===== src/rtl/copperv_core.sv =====
// copperv_core: multicycle RV32I core, one instruction in flight (FETCH -> EXEC [-> MEM]).
// Two Wishbone-classic masters: instruction fetch (inst_*) and load/store (data_*).
// Optional feature macro: COPPERV_ILLEGAL_HALT_EN
//   defined   - an illegal or misaligned instruction stops the core and raises halted.
//   undefined - an illegal instruction retires as a NOP and halted is tied 0.
// Ports:
//   clk, rst                     clock, asynchronous active-low reset
//   inst_adr/datwr/we/sel/stb/cyc  fetch master outputs (read-only, adr = PC)
//   inst_datrd, inst_ack           fetched word and completion
//   data_adr/datwr/we/sel/stb/cyc  load/store master outputs (word address, lane enables)
//   data_datrd, data_ack           load data and completion
//   halted                         core stopped
module copperv_core #(
  parameter logic [31:0] RESET_PC = 32'h0000_0000
) (
  input  logic        clk,
  input  logic        rst,
  output logic [31:0] inst_adr,
  output logic [31:0] inst_datwr,
  output logic        inst_we,
  output logic [3:0]  inst_sel,
  output logic        inst_stb,
  output logic        inst_cyc,
  input  logic [31:0] inst_datrd,
  input  logic        inst_ack,
  output logic [31:0] data_adr,
  output logic [31:0] data_datwr,
  output logic        data_we,
  output logic [3:0]  data_sel,
  output logic        data_stb,
  output logic        data_cyc,
  input  logic [31:0] data_datrd,
  input  logic        data_ack,
  output logic        halted
);

  localparam logic [6:0] OpcLui    = 7'b0110111;
  localparam logic [6:0] OpcAuipc  = 7'b0010111;
  localparam logic [6:0] OpcJal    = 7'b1101111;
  localparam logic [6:0] OpcJalr   = 7'b1100111;
  localparam logic [6:0] OpcBranch = 7'b1100011;
  localparam logic [6:0] OpcLoad   = 7'b0000011;
  localparam logic [6:0] OpcStore  = 7'b0100011;
  localparam logic [6:0] OpcImm    = 7'b0010011;
  localparam logic [6:0] OpcReg    = 7'b0110011;

  typedef enum logic [1:0] {StFetch, StExec, StMem, StHalt} state_e;

  state_e      state_q, state_d;
  logic [31:0] pc_q, pc_d;
  logic [31:0] ir_q, ir_d;
  logic        inst_stb_q, inst_stb_d;
  logic        data_stb_q, data_stb_d;
  logic        data_we_q, data_we_d;
  logic [3:0]  data_sel_q, data_sel_d;
  logic [31:0] data_adr_q, data_adr_d;
  logic [31:0] data_datwr_q, data_datwr_d;
`ifdef COPPERV_ILLEGAL_HALT_EN
  logic        halted_q, halted_d;
`endif

  // x0 is held at zero by never writing it, so reads need no special case.
  logic [31:0] rf_q [32];
  logic        rf_we;
  logic [4:0]  rf_waddr;
  logic [31:0] rf_wdata;

  // Decode fields
  logic [6:0]  opcode, f7;
  logic [4:0]  rd, rs1, rs2;
  logic [2:0]  f3;
  logic [31:0] imm_i, imm_s, imm_b, imm_u, imm_j;
  logic [31:0] rs1_val, rs2_val, pc_plus4;

  assign opcode  = ir_q[6:0];
  assign rd      = ir_q[11:7];
  assign f3      = ir_q[14:12];
  assign rs1     = ir_q[19:15];
  assign rs2     = ir_q[24:20];
  assign f7      = ir_q[31:25];
  assign imm_i   = {{20{ir_q[31]}}, ir_q[31:20]};
  assign imm_s   = {{20{ir_q[31]}}, ir_q[31:25], ir_q[11:7]};
  assign imm_b   = {{19{ir_q[31]}}, ir_q[31], ir_q[7], ir_q[30:25], ir_q[11:8], 1'b0};
  assign imm_u   = {ir_q[31:12], 12'b0};
  assign imm_j   = {{11{ir_q[31]}}, ir_q[31], ir_q[19:12], ir_q[20], ir_q[30:21], 1'b0};
  assign rs1_val = rf_q[rs1];
  assign rs2_val = rf_q[rs2];
  assign pc_plus4 = pc_q + 32'd4;

  logic        legal, is_mem, is_store, misaligned, illegal, writes_rd, taken;
  logic [31:0] alu_b, alu_out, sra_out, ea, target_raw, next_pc, wb_data;
  logic [31:0] lane_data, load_val, st_data;
  logic [4:0]  shamt;
  logic [3:0]  lane_sel;

  assign alu_b   = (opcode == OpcReg) ? rs2_val : imm_i;
  assign shamt   = alu_b[4:0];
  assign sra_out = $unsigned($signed(rs1_val) >>> shamt);

  always_comb begin
    legal = 1'b0;
    case (opcode)
      OpcLui, OpcAuipc, OpcJal: legal = 1'b1;
      OpcJalr:   legal = (f3 == 3'd0);
      OpcBranch: legal = (f3[2:1] != 2'b01);
      OpcLoad:   legal = (f3 inside {3'd0, 3'd1, 3'd2, 3'd4, 3'd5});
      OpcStore:  legal = (f3 inside {3'd0, 3'd1, 3'd2});
      OpcImm: begin
        if (f3 == 3'd1)      legal = (f7 == 7'h00);
        else if (f3 == 3'd5) legal = (f7 == 7'h00) || (f7 == 7'h20);
        else                 legal = 1'b1;
      end
      OpcReg:    legal = (f7 == 7'h00) || ((f7 == 7'h20) && (f3 == 3'd0 || f3 == 3'd5));
      default:   legal = 1'b0;
    endcase
  end

  always_comb begin
    alu_out = '0;
    case (f3)
      3'd0: alu_out = (opcode == OpcReg && f7[5]) ? rs1_val - alu_b : rs1_val + alu_b;
      3'd1: alu_out = rs1_val << shamt;
      3'd2: alu_out = {31'b0, $signed(rs1_val) < $signed(alu_b)};
      3'd3: alu_out = {31'b0, rs1_val < alu_b};
      3'd4: alu_out = rs1_val ^ alu_b;
      3'd5: alu_out = f7[5] ? sra_out : rs1_val >> shamt;
      3'd6: alu_out = rs1_val | alu_b;
      3'd7: alu_out = rs1_val & alu_b;
      default: alu_out = '0;
    endcase
  end

  always_comb begin
    taken = 1'b0;
    case (f3)
      3'd0: taken = (rs1_val == rs2_val);
      3'd1: taken = (rs1_val != rs2_val);
      3'd4: taken = ($signed(rs1_val) < $signed(rs2_val));
      3'd5: taken = !($signed(rs1_val) < $signed(rs2_val));
      3'd6: taken = (rs1_val < rs2_val);
      3'd7: taken = !(rs1_val < rs2_val);
      default: taken = 1'b0;
    endcase
  end

  always_comb begin
    if (opcode == OpcJal)                     target_raw = pc_q + imm_j;
    else if (opcode == OpcJalr)               target_raw = rs1_val + imm_i;
    else if (opcode == OpcBranch && taken)    target_raw = pc_q + imm_b;
    else                                      target_raw = pc_plus4;
    // Clearing bits [1:0] also covers the JALR &~1 rule.
    next_pc = {target_raw[31:2], 2'b00};

    case (opcode)
      OpcLui:          wb_data = imm_u;
      OpcAuipc:        wb_data = pc_q + imm_u;
      OpcJal, OpcJalr: wb_data = pc_plus4;
      default:         wb_data = alu_out;
    endcase
    writes_rd = opcode inside {OpcLui, OpcAuipc, OpcJal, OpcJalr, OpcImm, OpcReg};
  end

  // Memory access: the effective address is recomputed in MEM too; rs1 cannot change meanwhile.
  always_comb begin
    is_store   = (opcode == OpcStore);
    is_mem     = (opcode == OpcLoad) || is_store;
    ea         = rs1_val + (is_store ? imm_s : imm_i);
    misaligned = is_mem && (((f3[1:0] == 2'd1) && ea[0]) ||
                            ((f3[1:0] == 2'd2) && (ea[1:0] != 2'd0)));
    illegal    = !legal || misaligned;

    case (f3[1:0])
      2'd0:    begin lane_sel = 4'b0001 << ea[1:0];           st_data = {4{rs2_val[7:0]}};  end
      2'd1:    begin lane_sel = ea[1] ? 4'hC : 4'h3;           st_data = {2{rs2_val[15:0]}}; end
      default: begin lane_sel = 4'hF;                          st_data = rs2_val;            end
    endcase

    lane_data = data_datrd >> {ea[1:0], 3'b000};
    case (f3)
      3'd0:    load_val = {{24{lane_data[7]}}, lane_data[7:0]};
      3'd1:    load_val = {{16{lane_data[15]}}, lane_data[15:0]};
      3'd4:    load_val = {24'b0, lane_data[7:0]};
      3'd5:    load_val = {16'b0, lane_data[15:0]};
      default: load_val = lane_data;
    endcase
  end

  always_comb begin
    state_d      = state_q;
    pc_d         = pc_q;
    ir_d         = ir_q;
    inst_stb_d   = inst_stb_q;
    data_stb_d   = data_stb_q;
    data_we_d    = data_we_q;
    data_sel_d   = data_sel_q;
    data_adr_d   = data_adr_q;
    data_datwr_d = data_datwr_q;
`ifdef COPPERV_ILLEGAL_HALT_EN
    halted_d     = halted_q;
`endif
    rf_we        = 1'b0;
    rf_waddr     = rd;
    rf_wdata     = wb_data;

    unique case (state_q)
      StFetch: begin
        if (!inst_stb_q) begin
          // First fetch after reset release opens its cycle here.
          inst_stb_d = 1'b1;
        end else if (inst_ack) begin
          ir_d       = inst_datrd;
          inst_stb_d = 1'b0;
          state_d    = StExec;
        end
      end
      StExec: begin
        if (illegal) begin
`ifdef COPPERV_ILLEGAL_HALT_EN
          halted_d   = 1'b1;
          state_d    = StHalt;
`else
          pc_d       = pc_plus4;
          inst_stb_d = 1'b1;
          state_d    = StFetch;
`endif
        end else if (is_mem) begin
          data_stb_d   = 1'b1;
          data_we_d    = is_store;
          data_sel_d   = lane_sel;
          data_adr_d   = {ea[31:2], 2'b00};
          data_datwr_d = is_store ? st_data : '0;
          state_d      = StMem;
        end else begin
          rf_we      = writes_rd;
          pc_d       = next_pc;
          inst_stb_d = 1'b1;
          state_d    = StFetch;
        end
      end
      StMem: begin
        if (data_stb_q && data_ack) begin
          rf_we        = !is_store;
          rf_wdata     = load_val;
          data_stb_d   = 1'b0;
          data_we_d    = 1'b0;
          data_sel_d   = '0;
          data_adr_d   = '0;
          data_datwr_d = '0;
          pc_d         = pc_plus4;
          inst_stb_d   = 1'b1;
          state_d      = StFetch;
        end
      end
      StHalt: begin
        state_d = StHalt;
      end
      default: state_d = StFetch;
    endcase
  end

  always_ff @(posedge clk or negedge rst) begin
    if (!rst) begin
      state_q      <= StFetch;
      pc_q         <= {RESET_PC[31:2], 2'b00};
      ir_q         <= '0;
      inst_stb_q   <= 1'b0;
      data_stb_q   <= 1'b0;
      data_we_q    <= 1'b0;
      data_sel_q   <= '0;
      data_adr_q   <= '0;
      data_datwr_q <= '0;
`ifdef COPPERV_ILLEGAL_HALT_EN
      halted_q     <= 1'b0;
`endif
    end else begin
      state_q      <= state_d;
      pc_q         <= pc_d;
      ir_q         <= ir_d;
      inst_stb_q   <= inst_stb_d;
      data_stb_q   <= data_stb_d;
      data_we_q    <= data_we_d;
      data_sel_q   <= data_sel_d;
      data_adr_q   <= data_adr_d;
      data_datwr_q <= data_datwr_d;
`ifdef COPPERV_ILLEGAL_HALT_EN
      halted_q     <= halted_d;
`endif
    end
  end

  always_ff @(posedge clk or negedge rst) begin
    if (!rst) begin
      for (int i = 0; i < 32; i++) rf_q[i] <= '0;
    end else if (rf_we && (rf_waddr != 5'd0)) begin
      rf_q[rf_waddr] <= rf_wdata;
    end
  end

  assign inst_adr   = inst_stb_q ? pc_q : '0;
  assign inst_datwr = '0;
  assign inst_we    = 1'b0;
  assign inst_sel   = {4{inst_stb_q}};
  assign inst_stb   = inst_stb_q;
  assign inst_cyc   = inst_stb_q;
  assign data_adr   = data_adr_q;
  assign data_datwr = data_datwr_q;
  assign data_we    = data_we_q;
  assign data_sel   = data_sel_q;
  assign data_stb   = data_stb_q;
  assign data_cyc   = data_stb_q;
`ifdef COPPERV_ILLEGAL_HALT_EN
  assign halted     = halted_q;
`else
  assign halted     = 1'b0;
`endif

endmodule


===== config.mk =====
export PLATFORM = sky130hd
export DESIGN_NAME = copperv_core
export DESIGN_NICKNAME = d
export VERILOG_FILES = /design/src/rtl/copperv_core.sv
export SDC_FILE = /design/constraint.sdc
export NUM_CORES = 2
export LEC_CHECK = 0
export ABC_AREA = 1
export CELL_PAD_IN_SITES_DETAIL_PLACEMENT = 1
export CELL_PAD_IN_SITES_GLOBAL_PLACEMENT = 2
export CORE_AREA = 5 5 491 493
export CTS_CLUSTER_DIAMETER = 200
export DETAILED_ROUTE_END_ITERATION = 8
export DIE_AREA = 0 0 496 498
export PLACE_DENSITY_LB_ADDON = 0.1
export SKIP_CTS_REPAIR_TIMING = 1
export SLEW_MARGIN = 20
export SYNTH_ARGS = -nofsm -noshare
export SYNTH_HDL_FRONTEND = slang
export SYNTH_SLANG_ARGS = --single-unit

===== constraint.sdc =====
create_clock -name clk -period 7.1 [get_ports clk]
set_input_delay 1.775 -clock clk [delete_from_list [all_inputs] [get_ports clk]]
set_output_delay 1.775 -clock clk [all_outputs]
set_load 0.02 [all_outputs]

# == Word-level counts from Yosys, hierarchy flattened ==
# Index checks and enable logic that the tools add are counted.
# op_classes
reduce_logical,37
shift,5
muxes,68
eq_ne,31
n_addsub,8
bitwise_logic,6
magnitude_cmp,8
# op_table
cell,n
$bwmux W1024,1
$mux W32,23
$bmux W32 S5,2
$pmux W32 S2,4
$pmux W32 S8,1
$add A32 B32 Y32,6
$demux W32 S5,1
$lt A32 B32 Y1,4
$pmux W32 S4,1
$pmux W32 S3,1
$shr A32 B5 Y32,2
$add A32 B3 Y32 const B,1
$and A32 B32 Y32,1
$eq A32 B32 Y1,1
$ne A32 B32 Y1,1
$or A32 B32 Y32,1
$shl A32 B5 Y32,1
$sshr A32 B5 Y32,1
$sub A32 B32 Y32,1
$xor A32 B32 Y32,1
$eq A7 B6 Y1 const B,4
$eq A7 B7 Y1 const B,3
$ge A6 B6 Y1 const B,3
$not A5 Y6,3
36 further kinds,95
# word_totals
wordCells,204
in_bits,68
register_bits,1161
out_inout_bits,143

# == Logic depth before layout (Yosys ltp) ==
# logic_depth
ltp_word,14
mapped_depth,40
ltp_nobuf,34

# == Worst setup path before layout ==
# Ideal clock, no wire load.
# synth_path
path_type,register to register
startpoint,register ir_q[20]
endpoint,register rf_q[413] (netlist bit)
stages_incl_launch_ff,36
n_path_buf,8
required_time_ns,7.034
setup_slack_ns,2.204
setup_time_ns,0.066
period_less_slack_ns,4.896
t_arrival_ns,4.830
path_cell_list,dfrtp_1 buf_6 inv_4 buf_6 buf_2 buf_2 clkbuf_1 clkbuf_1 nor2_1 o221ai_1 nand3_1 a32o_1 or2_2 nand2_1 inv_1 ha_1 clkbuf_1 nand2_1 nor4_1 nand3_1 nand3_1 nand2_1 nand2_1 a21boi_1 o21ai_0 nand2_1 nand2_1 nand2_1 nand2_1 nand2_1 nand3_1 nand2_1 nand2_1 buf_4 nand3_1 nand2_1
# synth_via
elab_chain_len,12
elab_cells_between_ends,34
cone_classes,4 x add/sub; 4 x shift; 15 x mux; 4 x bitwise; 7 x reduce/logical
# synth_rtl
item,line_no,source
from (decl),51,"logic [31:0] ir_q, ir_d;"
from (signal assigned),278,ir_q <= ir_d;
$not A5 Y6 (not written as such),87,assign rs2_val = rf_q[rs2];
$bmux W32 S5,87,
$mux W32 (not written as such) (2 in a row),87,
$mux W32,96,assign alu_b = (opcode == OpcReg) ? rs2_val : imm_i;
"$add A32 B32 Y32, or another cell as far along",121,3'd0: alu_out = (opcode == OpcReg && f7[5]) ? rs1_val - alu_b : rs1_val + alu_b;
$mux W32 (on tied branches),"121, 126",
$pmux W32 S8,120,case (f3)
$pmux W32 S3,154,case (opcode)
$mux W32,241,if (data_stb_q && data_ack) begin
$mux W32,205,unique case (state_q)
$bwmux W1024,295,rf_q[rf_waddr] <= rf_wdata;
"to (signal, indexed assignment)",295,
to (decl),63,logic [31:0] rf_q [32];
# Several ways; a longest one is shown, not always the timed one. The select of a mux whose other input is x is not followed.
# A chain may end at the register's enable or synchronous reset.

# == Worst setup path in the final report ==
# layout_path
startpoint,register ir_q[20]
endpoint,register pc_q[16]
# layout_via
elab_chain_len,14
elab_cells_between_ends,30
cone_classes,3 x add/sub; 2 x order compare; 3 x eq/ne; 11 x mux; 1 x bitwise; 10 x reduce/logical
# layout_rtl
item,line_no,source
$not A5 Y6 (not written as such),87,
$bmux W32 S5,87,
$mux W32 (not written as such) (2 in a row),87,
$lt A32 B32 Y1 (on tied branches),n/a,
$logic_not A1 Y1 (on tied branches),"141, 139",
$pmux W1 S6,135,case (f3)
$logic_and A1 B1 Y1,149,else if (opcode == OpcBranch && taken) target_raw = pc_q + imm_b;
$mux W32,149,
$mux W32,148,else if (opcode == OpcJalr) target_raw = rs1_val + imm_i;
$mux W32,147,if (opcode == OpcJal) target_raw = pc_q + imm_j;
$mux W32,226,end else if (is_mem) begin
$mux W32,217,if (illegal) begin
$pmux W32 S2,205,
to (signal assigned),264,"pc_q <= {RESET_PC[31:2], 2'b00};"
to (signal assigned),277,pc_q <= pc_d;
to (decl),50,"logic [31:0] pc_q, pc_d;"
# Several ways; a longest one is shown, not always the timed one. The select of a mux whose other input is x is not followed.

==> metrics.csv <==
stage,metric,value,unit
placement,HPWL after DPL,362,mm
global_route,largest net degree at the start of global routing,139,
timing,final slew viol count,0,
die,I/O pin count,211,
power,Internal,0.0221,W
die,Core ar.,237000,um2
run_status,status,completed,
power,Clk pwr share,14.3,%
worst_hold_path,worst hold path type,register to register,
layout,Nets,13000,
critical_path,Crit path buffers/inverters,6,
critical_path,slowest library cell on the worst path,a32o_1,
yosys,adder-cell share of the synthesized area,3.45,%
critical_path,critical path's top delay family,simple AND/OR/NAND/NOR gates,
clocking,CTS Buf Count,149,
global_route,GR Util All Layers,42.2,%
power,Leak Pwr,47.3,nW
placement,post-place setup slack,0.520,ns
timing,final hold vios,0,
yosys,Yosys warning total,0,
yosys,post-synthesis sequential area ratio,34.2,%
yosys,"Primary FF master, synth",dfrtp_1,
drt,Post-route DRC,0,
layout,register area,29000,um2
yosys,asr flop ratio synth,100,%
drt,routed len/inst,33.8,um
critical_path,CP startpoint kind,register,
die,Die Span Y,498,um
clocking,CTS tree,done,
layout,Area Growth Syn to Fin,13.3,%
clocking,Sink Count,1157,
placement,Final GP Congestion,1.04,
die,Rows,179,
yosys,top post-synthesis cells by area,"dfrtp_1, nand2_1, nand3_1",
power,Seq pwr share,13.3,%
global_route,vias in the first global route,98400,
drt,vias post-DR,100000,
layout,area of the multi-input gates,48600,um2
placement,PortBufs,172,
yosys,number of synthesized flops with an enable pin,0,
yosys,area share of the largest cell type after synthesis,34.2,%
timing,f_max,147,MHz
critical_path,critical path class,register to register,
timing,worst slew pin tran,1.16,ns
yosys,Synth Area in Simple Gates,38.5,%
timing,clock period minus worst slack,6.78,ns
layout,"commonest non-fill, non-tap cell in the layout",nand2_1,
timing,Max transition margin,22.5,%
yosys,cell taking the most area after synthesis,dfrtp_1,
yosys,cell area after synthesis,84500,um2
timing,setup tns final,0,ns
layout,Fill cells,30300,
timing,setup violators final,0,
critical_path,Critical Path End Type,register,
critical_path,crit-path max cell delay,0.73,ns
die,Die X,496,um
timing,period utilization,95.6,%
power,switching share of total power,60.8,%
global_route,"Remaining Overflow, GRT",0,
yosys,syn_area_per_cell,6.53,um2
layout,share of cells above drive strength 1,7.37,%
yosys,largest family of logic cells by synthesized area,simple AND/OR/NAND/NOR gates,
critical_path,"most used cell, CP",nand2_1,
die,Initial Utilization,35.7,%
yosys,Post-Synthesis Cells,12900,
global_route,first-pass GRT wire length,755,mm
timing,unrepaired setup endpoints after global routing,false,
yosys,XOR/XNOR Fraction of Synth Area,1.17,%
power,Psw,0.0344,W
drt,vias per cell,6.26,
die,die area,247000,um2
clocking,clock latency on the worst-skew pair,0.85,ns
clocking,clk root buf,clkbuf_16,
clocking,number of levels in the clock H-tree,4,
drt,drt first pass iters,6,
drt,ANT nets after route,0,
job,maxcap violations,0,
power,PwrDens,590,nW/um2
critical_path,WP data arrival,7.52,ns
timing,Clock Skew,0.0678,ns
clocking,"Clk pin slew, worst setup/hold paths",0.06,ns
power,Comb power frac,72.4,%
critical_path,CP required,7.83,ns
drt,Initial DRC Count,12100,
power,Max IR drop VDD,0.377,mV
yosys,Synth Area in Compound Gates,13.7,%
yosys,Synth cell types,69,
layout,"commonest cells after routing, fill and taps aside","nand2_1, nand3_1, dfrtp_1, o21ai_0, nor2_1",
layout,Final Util,40.5,%
global_route,antenna violations before repair,44,
drt,routed wire length,541,mm
yosys,mux contribution to synthesized area,0.170,%
clocking,deepest clock path buffer count,3,
timing,final worst slack,0.316,ns
yosys,Yosys reg bits,1157,
critical_path,"critical path fanouts, max",110,
==> cells by family (layout without fill, tap and decap cells) <==
kind of cell / count (synthesis) / count (layout)
AOI/OAI and AO/OA: 1971 / 1971
buffers and inverters: 1627 / 1493
and+or+nand+nor: 7825 / 7825
DFF: 1157 / 1157
muxes: 13 / 13
xor gates and xnor gates: 113 / 113
adders and majority gates: 231 / 231
other: 1 / 61
==> stage by stage <==
step	cell area (um2)	hold WS, ns	cells	power, W
after detailed placement	90600	0.391	15700	0.0472
final	95800	0.405	16000	0.0565
after floorplan	84700	0.449	13000	0.0298
after global placement	90600	0.386	15700	0.0469
after global routing	95700	0.407	16000	0.0585
after CTS	95700	0.404	16000	0.0554
==> Yosys cell counts (84+ instances only) <==
| cell | instances |
|---|---|
| a21oi_1 | 529 |
| buf_4 | 162 |
| o21ai_0 | 830 |
| inv_1 | 515 |
| nand3_1 | 2033 |
| xor2_1 | 84 |
| clkbuf_1 | 504 |
| nand2_1 | 4780 |
| ha_1 | 227 |
| dfrtp_1 | 1157 |
| nor2_1 | 812 |
| o221ai_1 | 186 |
| buf_2 | 283 |
==> sequential cells by signal, summed over array words and instances, names as in the netlist <==
register    flops
inst_cyc        1
data_datwr     32
ir_q           32
data_we         1
rf_q         1024
data_cyc        1
state_q         2
pc_q           30
data_sel        4
data_adr       30
==> per-layer routing <==
layer  vias to the layer above  GRT usage, %  share of wire [%]
met1                     50800          55.9                 41
met2                      5759          62.7                 43
met3                      1488          9.96                9.9
met4                        20          24.6                6.9
met5                         -         0.176              0.031
li1                      42300             -                  -
==> area by class of cell <==
cell class | instances | share of cell area (%)
well taps | 3167 | 4.14
multi-input cells | 10200 | 50.7
flip-flops and latches | 1157 | 30.3
clock inverters | 47 | 0.745
inverters | 560 | 2.27
diodes | 23 | 0.0601
clock buffers | 219 | 4.53
repair buffers | 667 | 7.27
==> worst register-to-register path: cells and delay by family (launching register included) <==
family                   cells  cell delay [ns]
AO/OA/AOI/OAI                6             1.46
adder cells (fa/ha/maj)      1             0.34
buffers and inverters        6             1.97
flip-flops                   1             0.56
AND/OR/NAND/NOR             18             2.37
==> power by group through the flow <==
| stage | logic (W) | clock network (W) | registers, W |
|---|---|---|---|
| 6_report | 0.0409 | 0.00808 | 0.00752 |
| 5_1_grt | 0.0425 | 0.00840 | 0.00753 |
| 4_1_cts | 0.0397 | 0.00815 | 0.00751 |
| 3_5_place_dp | 0.0395 | 0 | 0.00763 |
| 3_3_place_gp | 0.0393 | 0 | 0.00762 |
| 2_1_floorplan | 0.0225 | 0 | 0.00739 |
==> worst paths after layout <==
check / slack [ns] / end / startpoint / depth (start not counted)
worst max-delay path: 0.32 / pc_q[16] / ir_q[20] / 31
worst min-delay path: 0.40 / rf_q[1010] / rf_q[1010] / 0
worst max register to register: 0.32 / pc_q[16] / ir_q[20] / 31
worst min register to register: 0.40 / rf_q[1010] / rf_q[1010] / 0
max in group asynchronous: 4.48 / rf_q[559] / rst / 2
min in group asynchronous: 0.89 / rf_q[516] / rst / 1
Power figures use the tool's default switching activity.
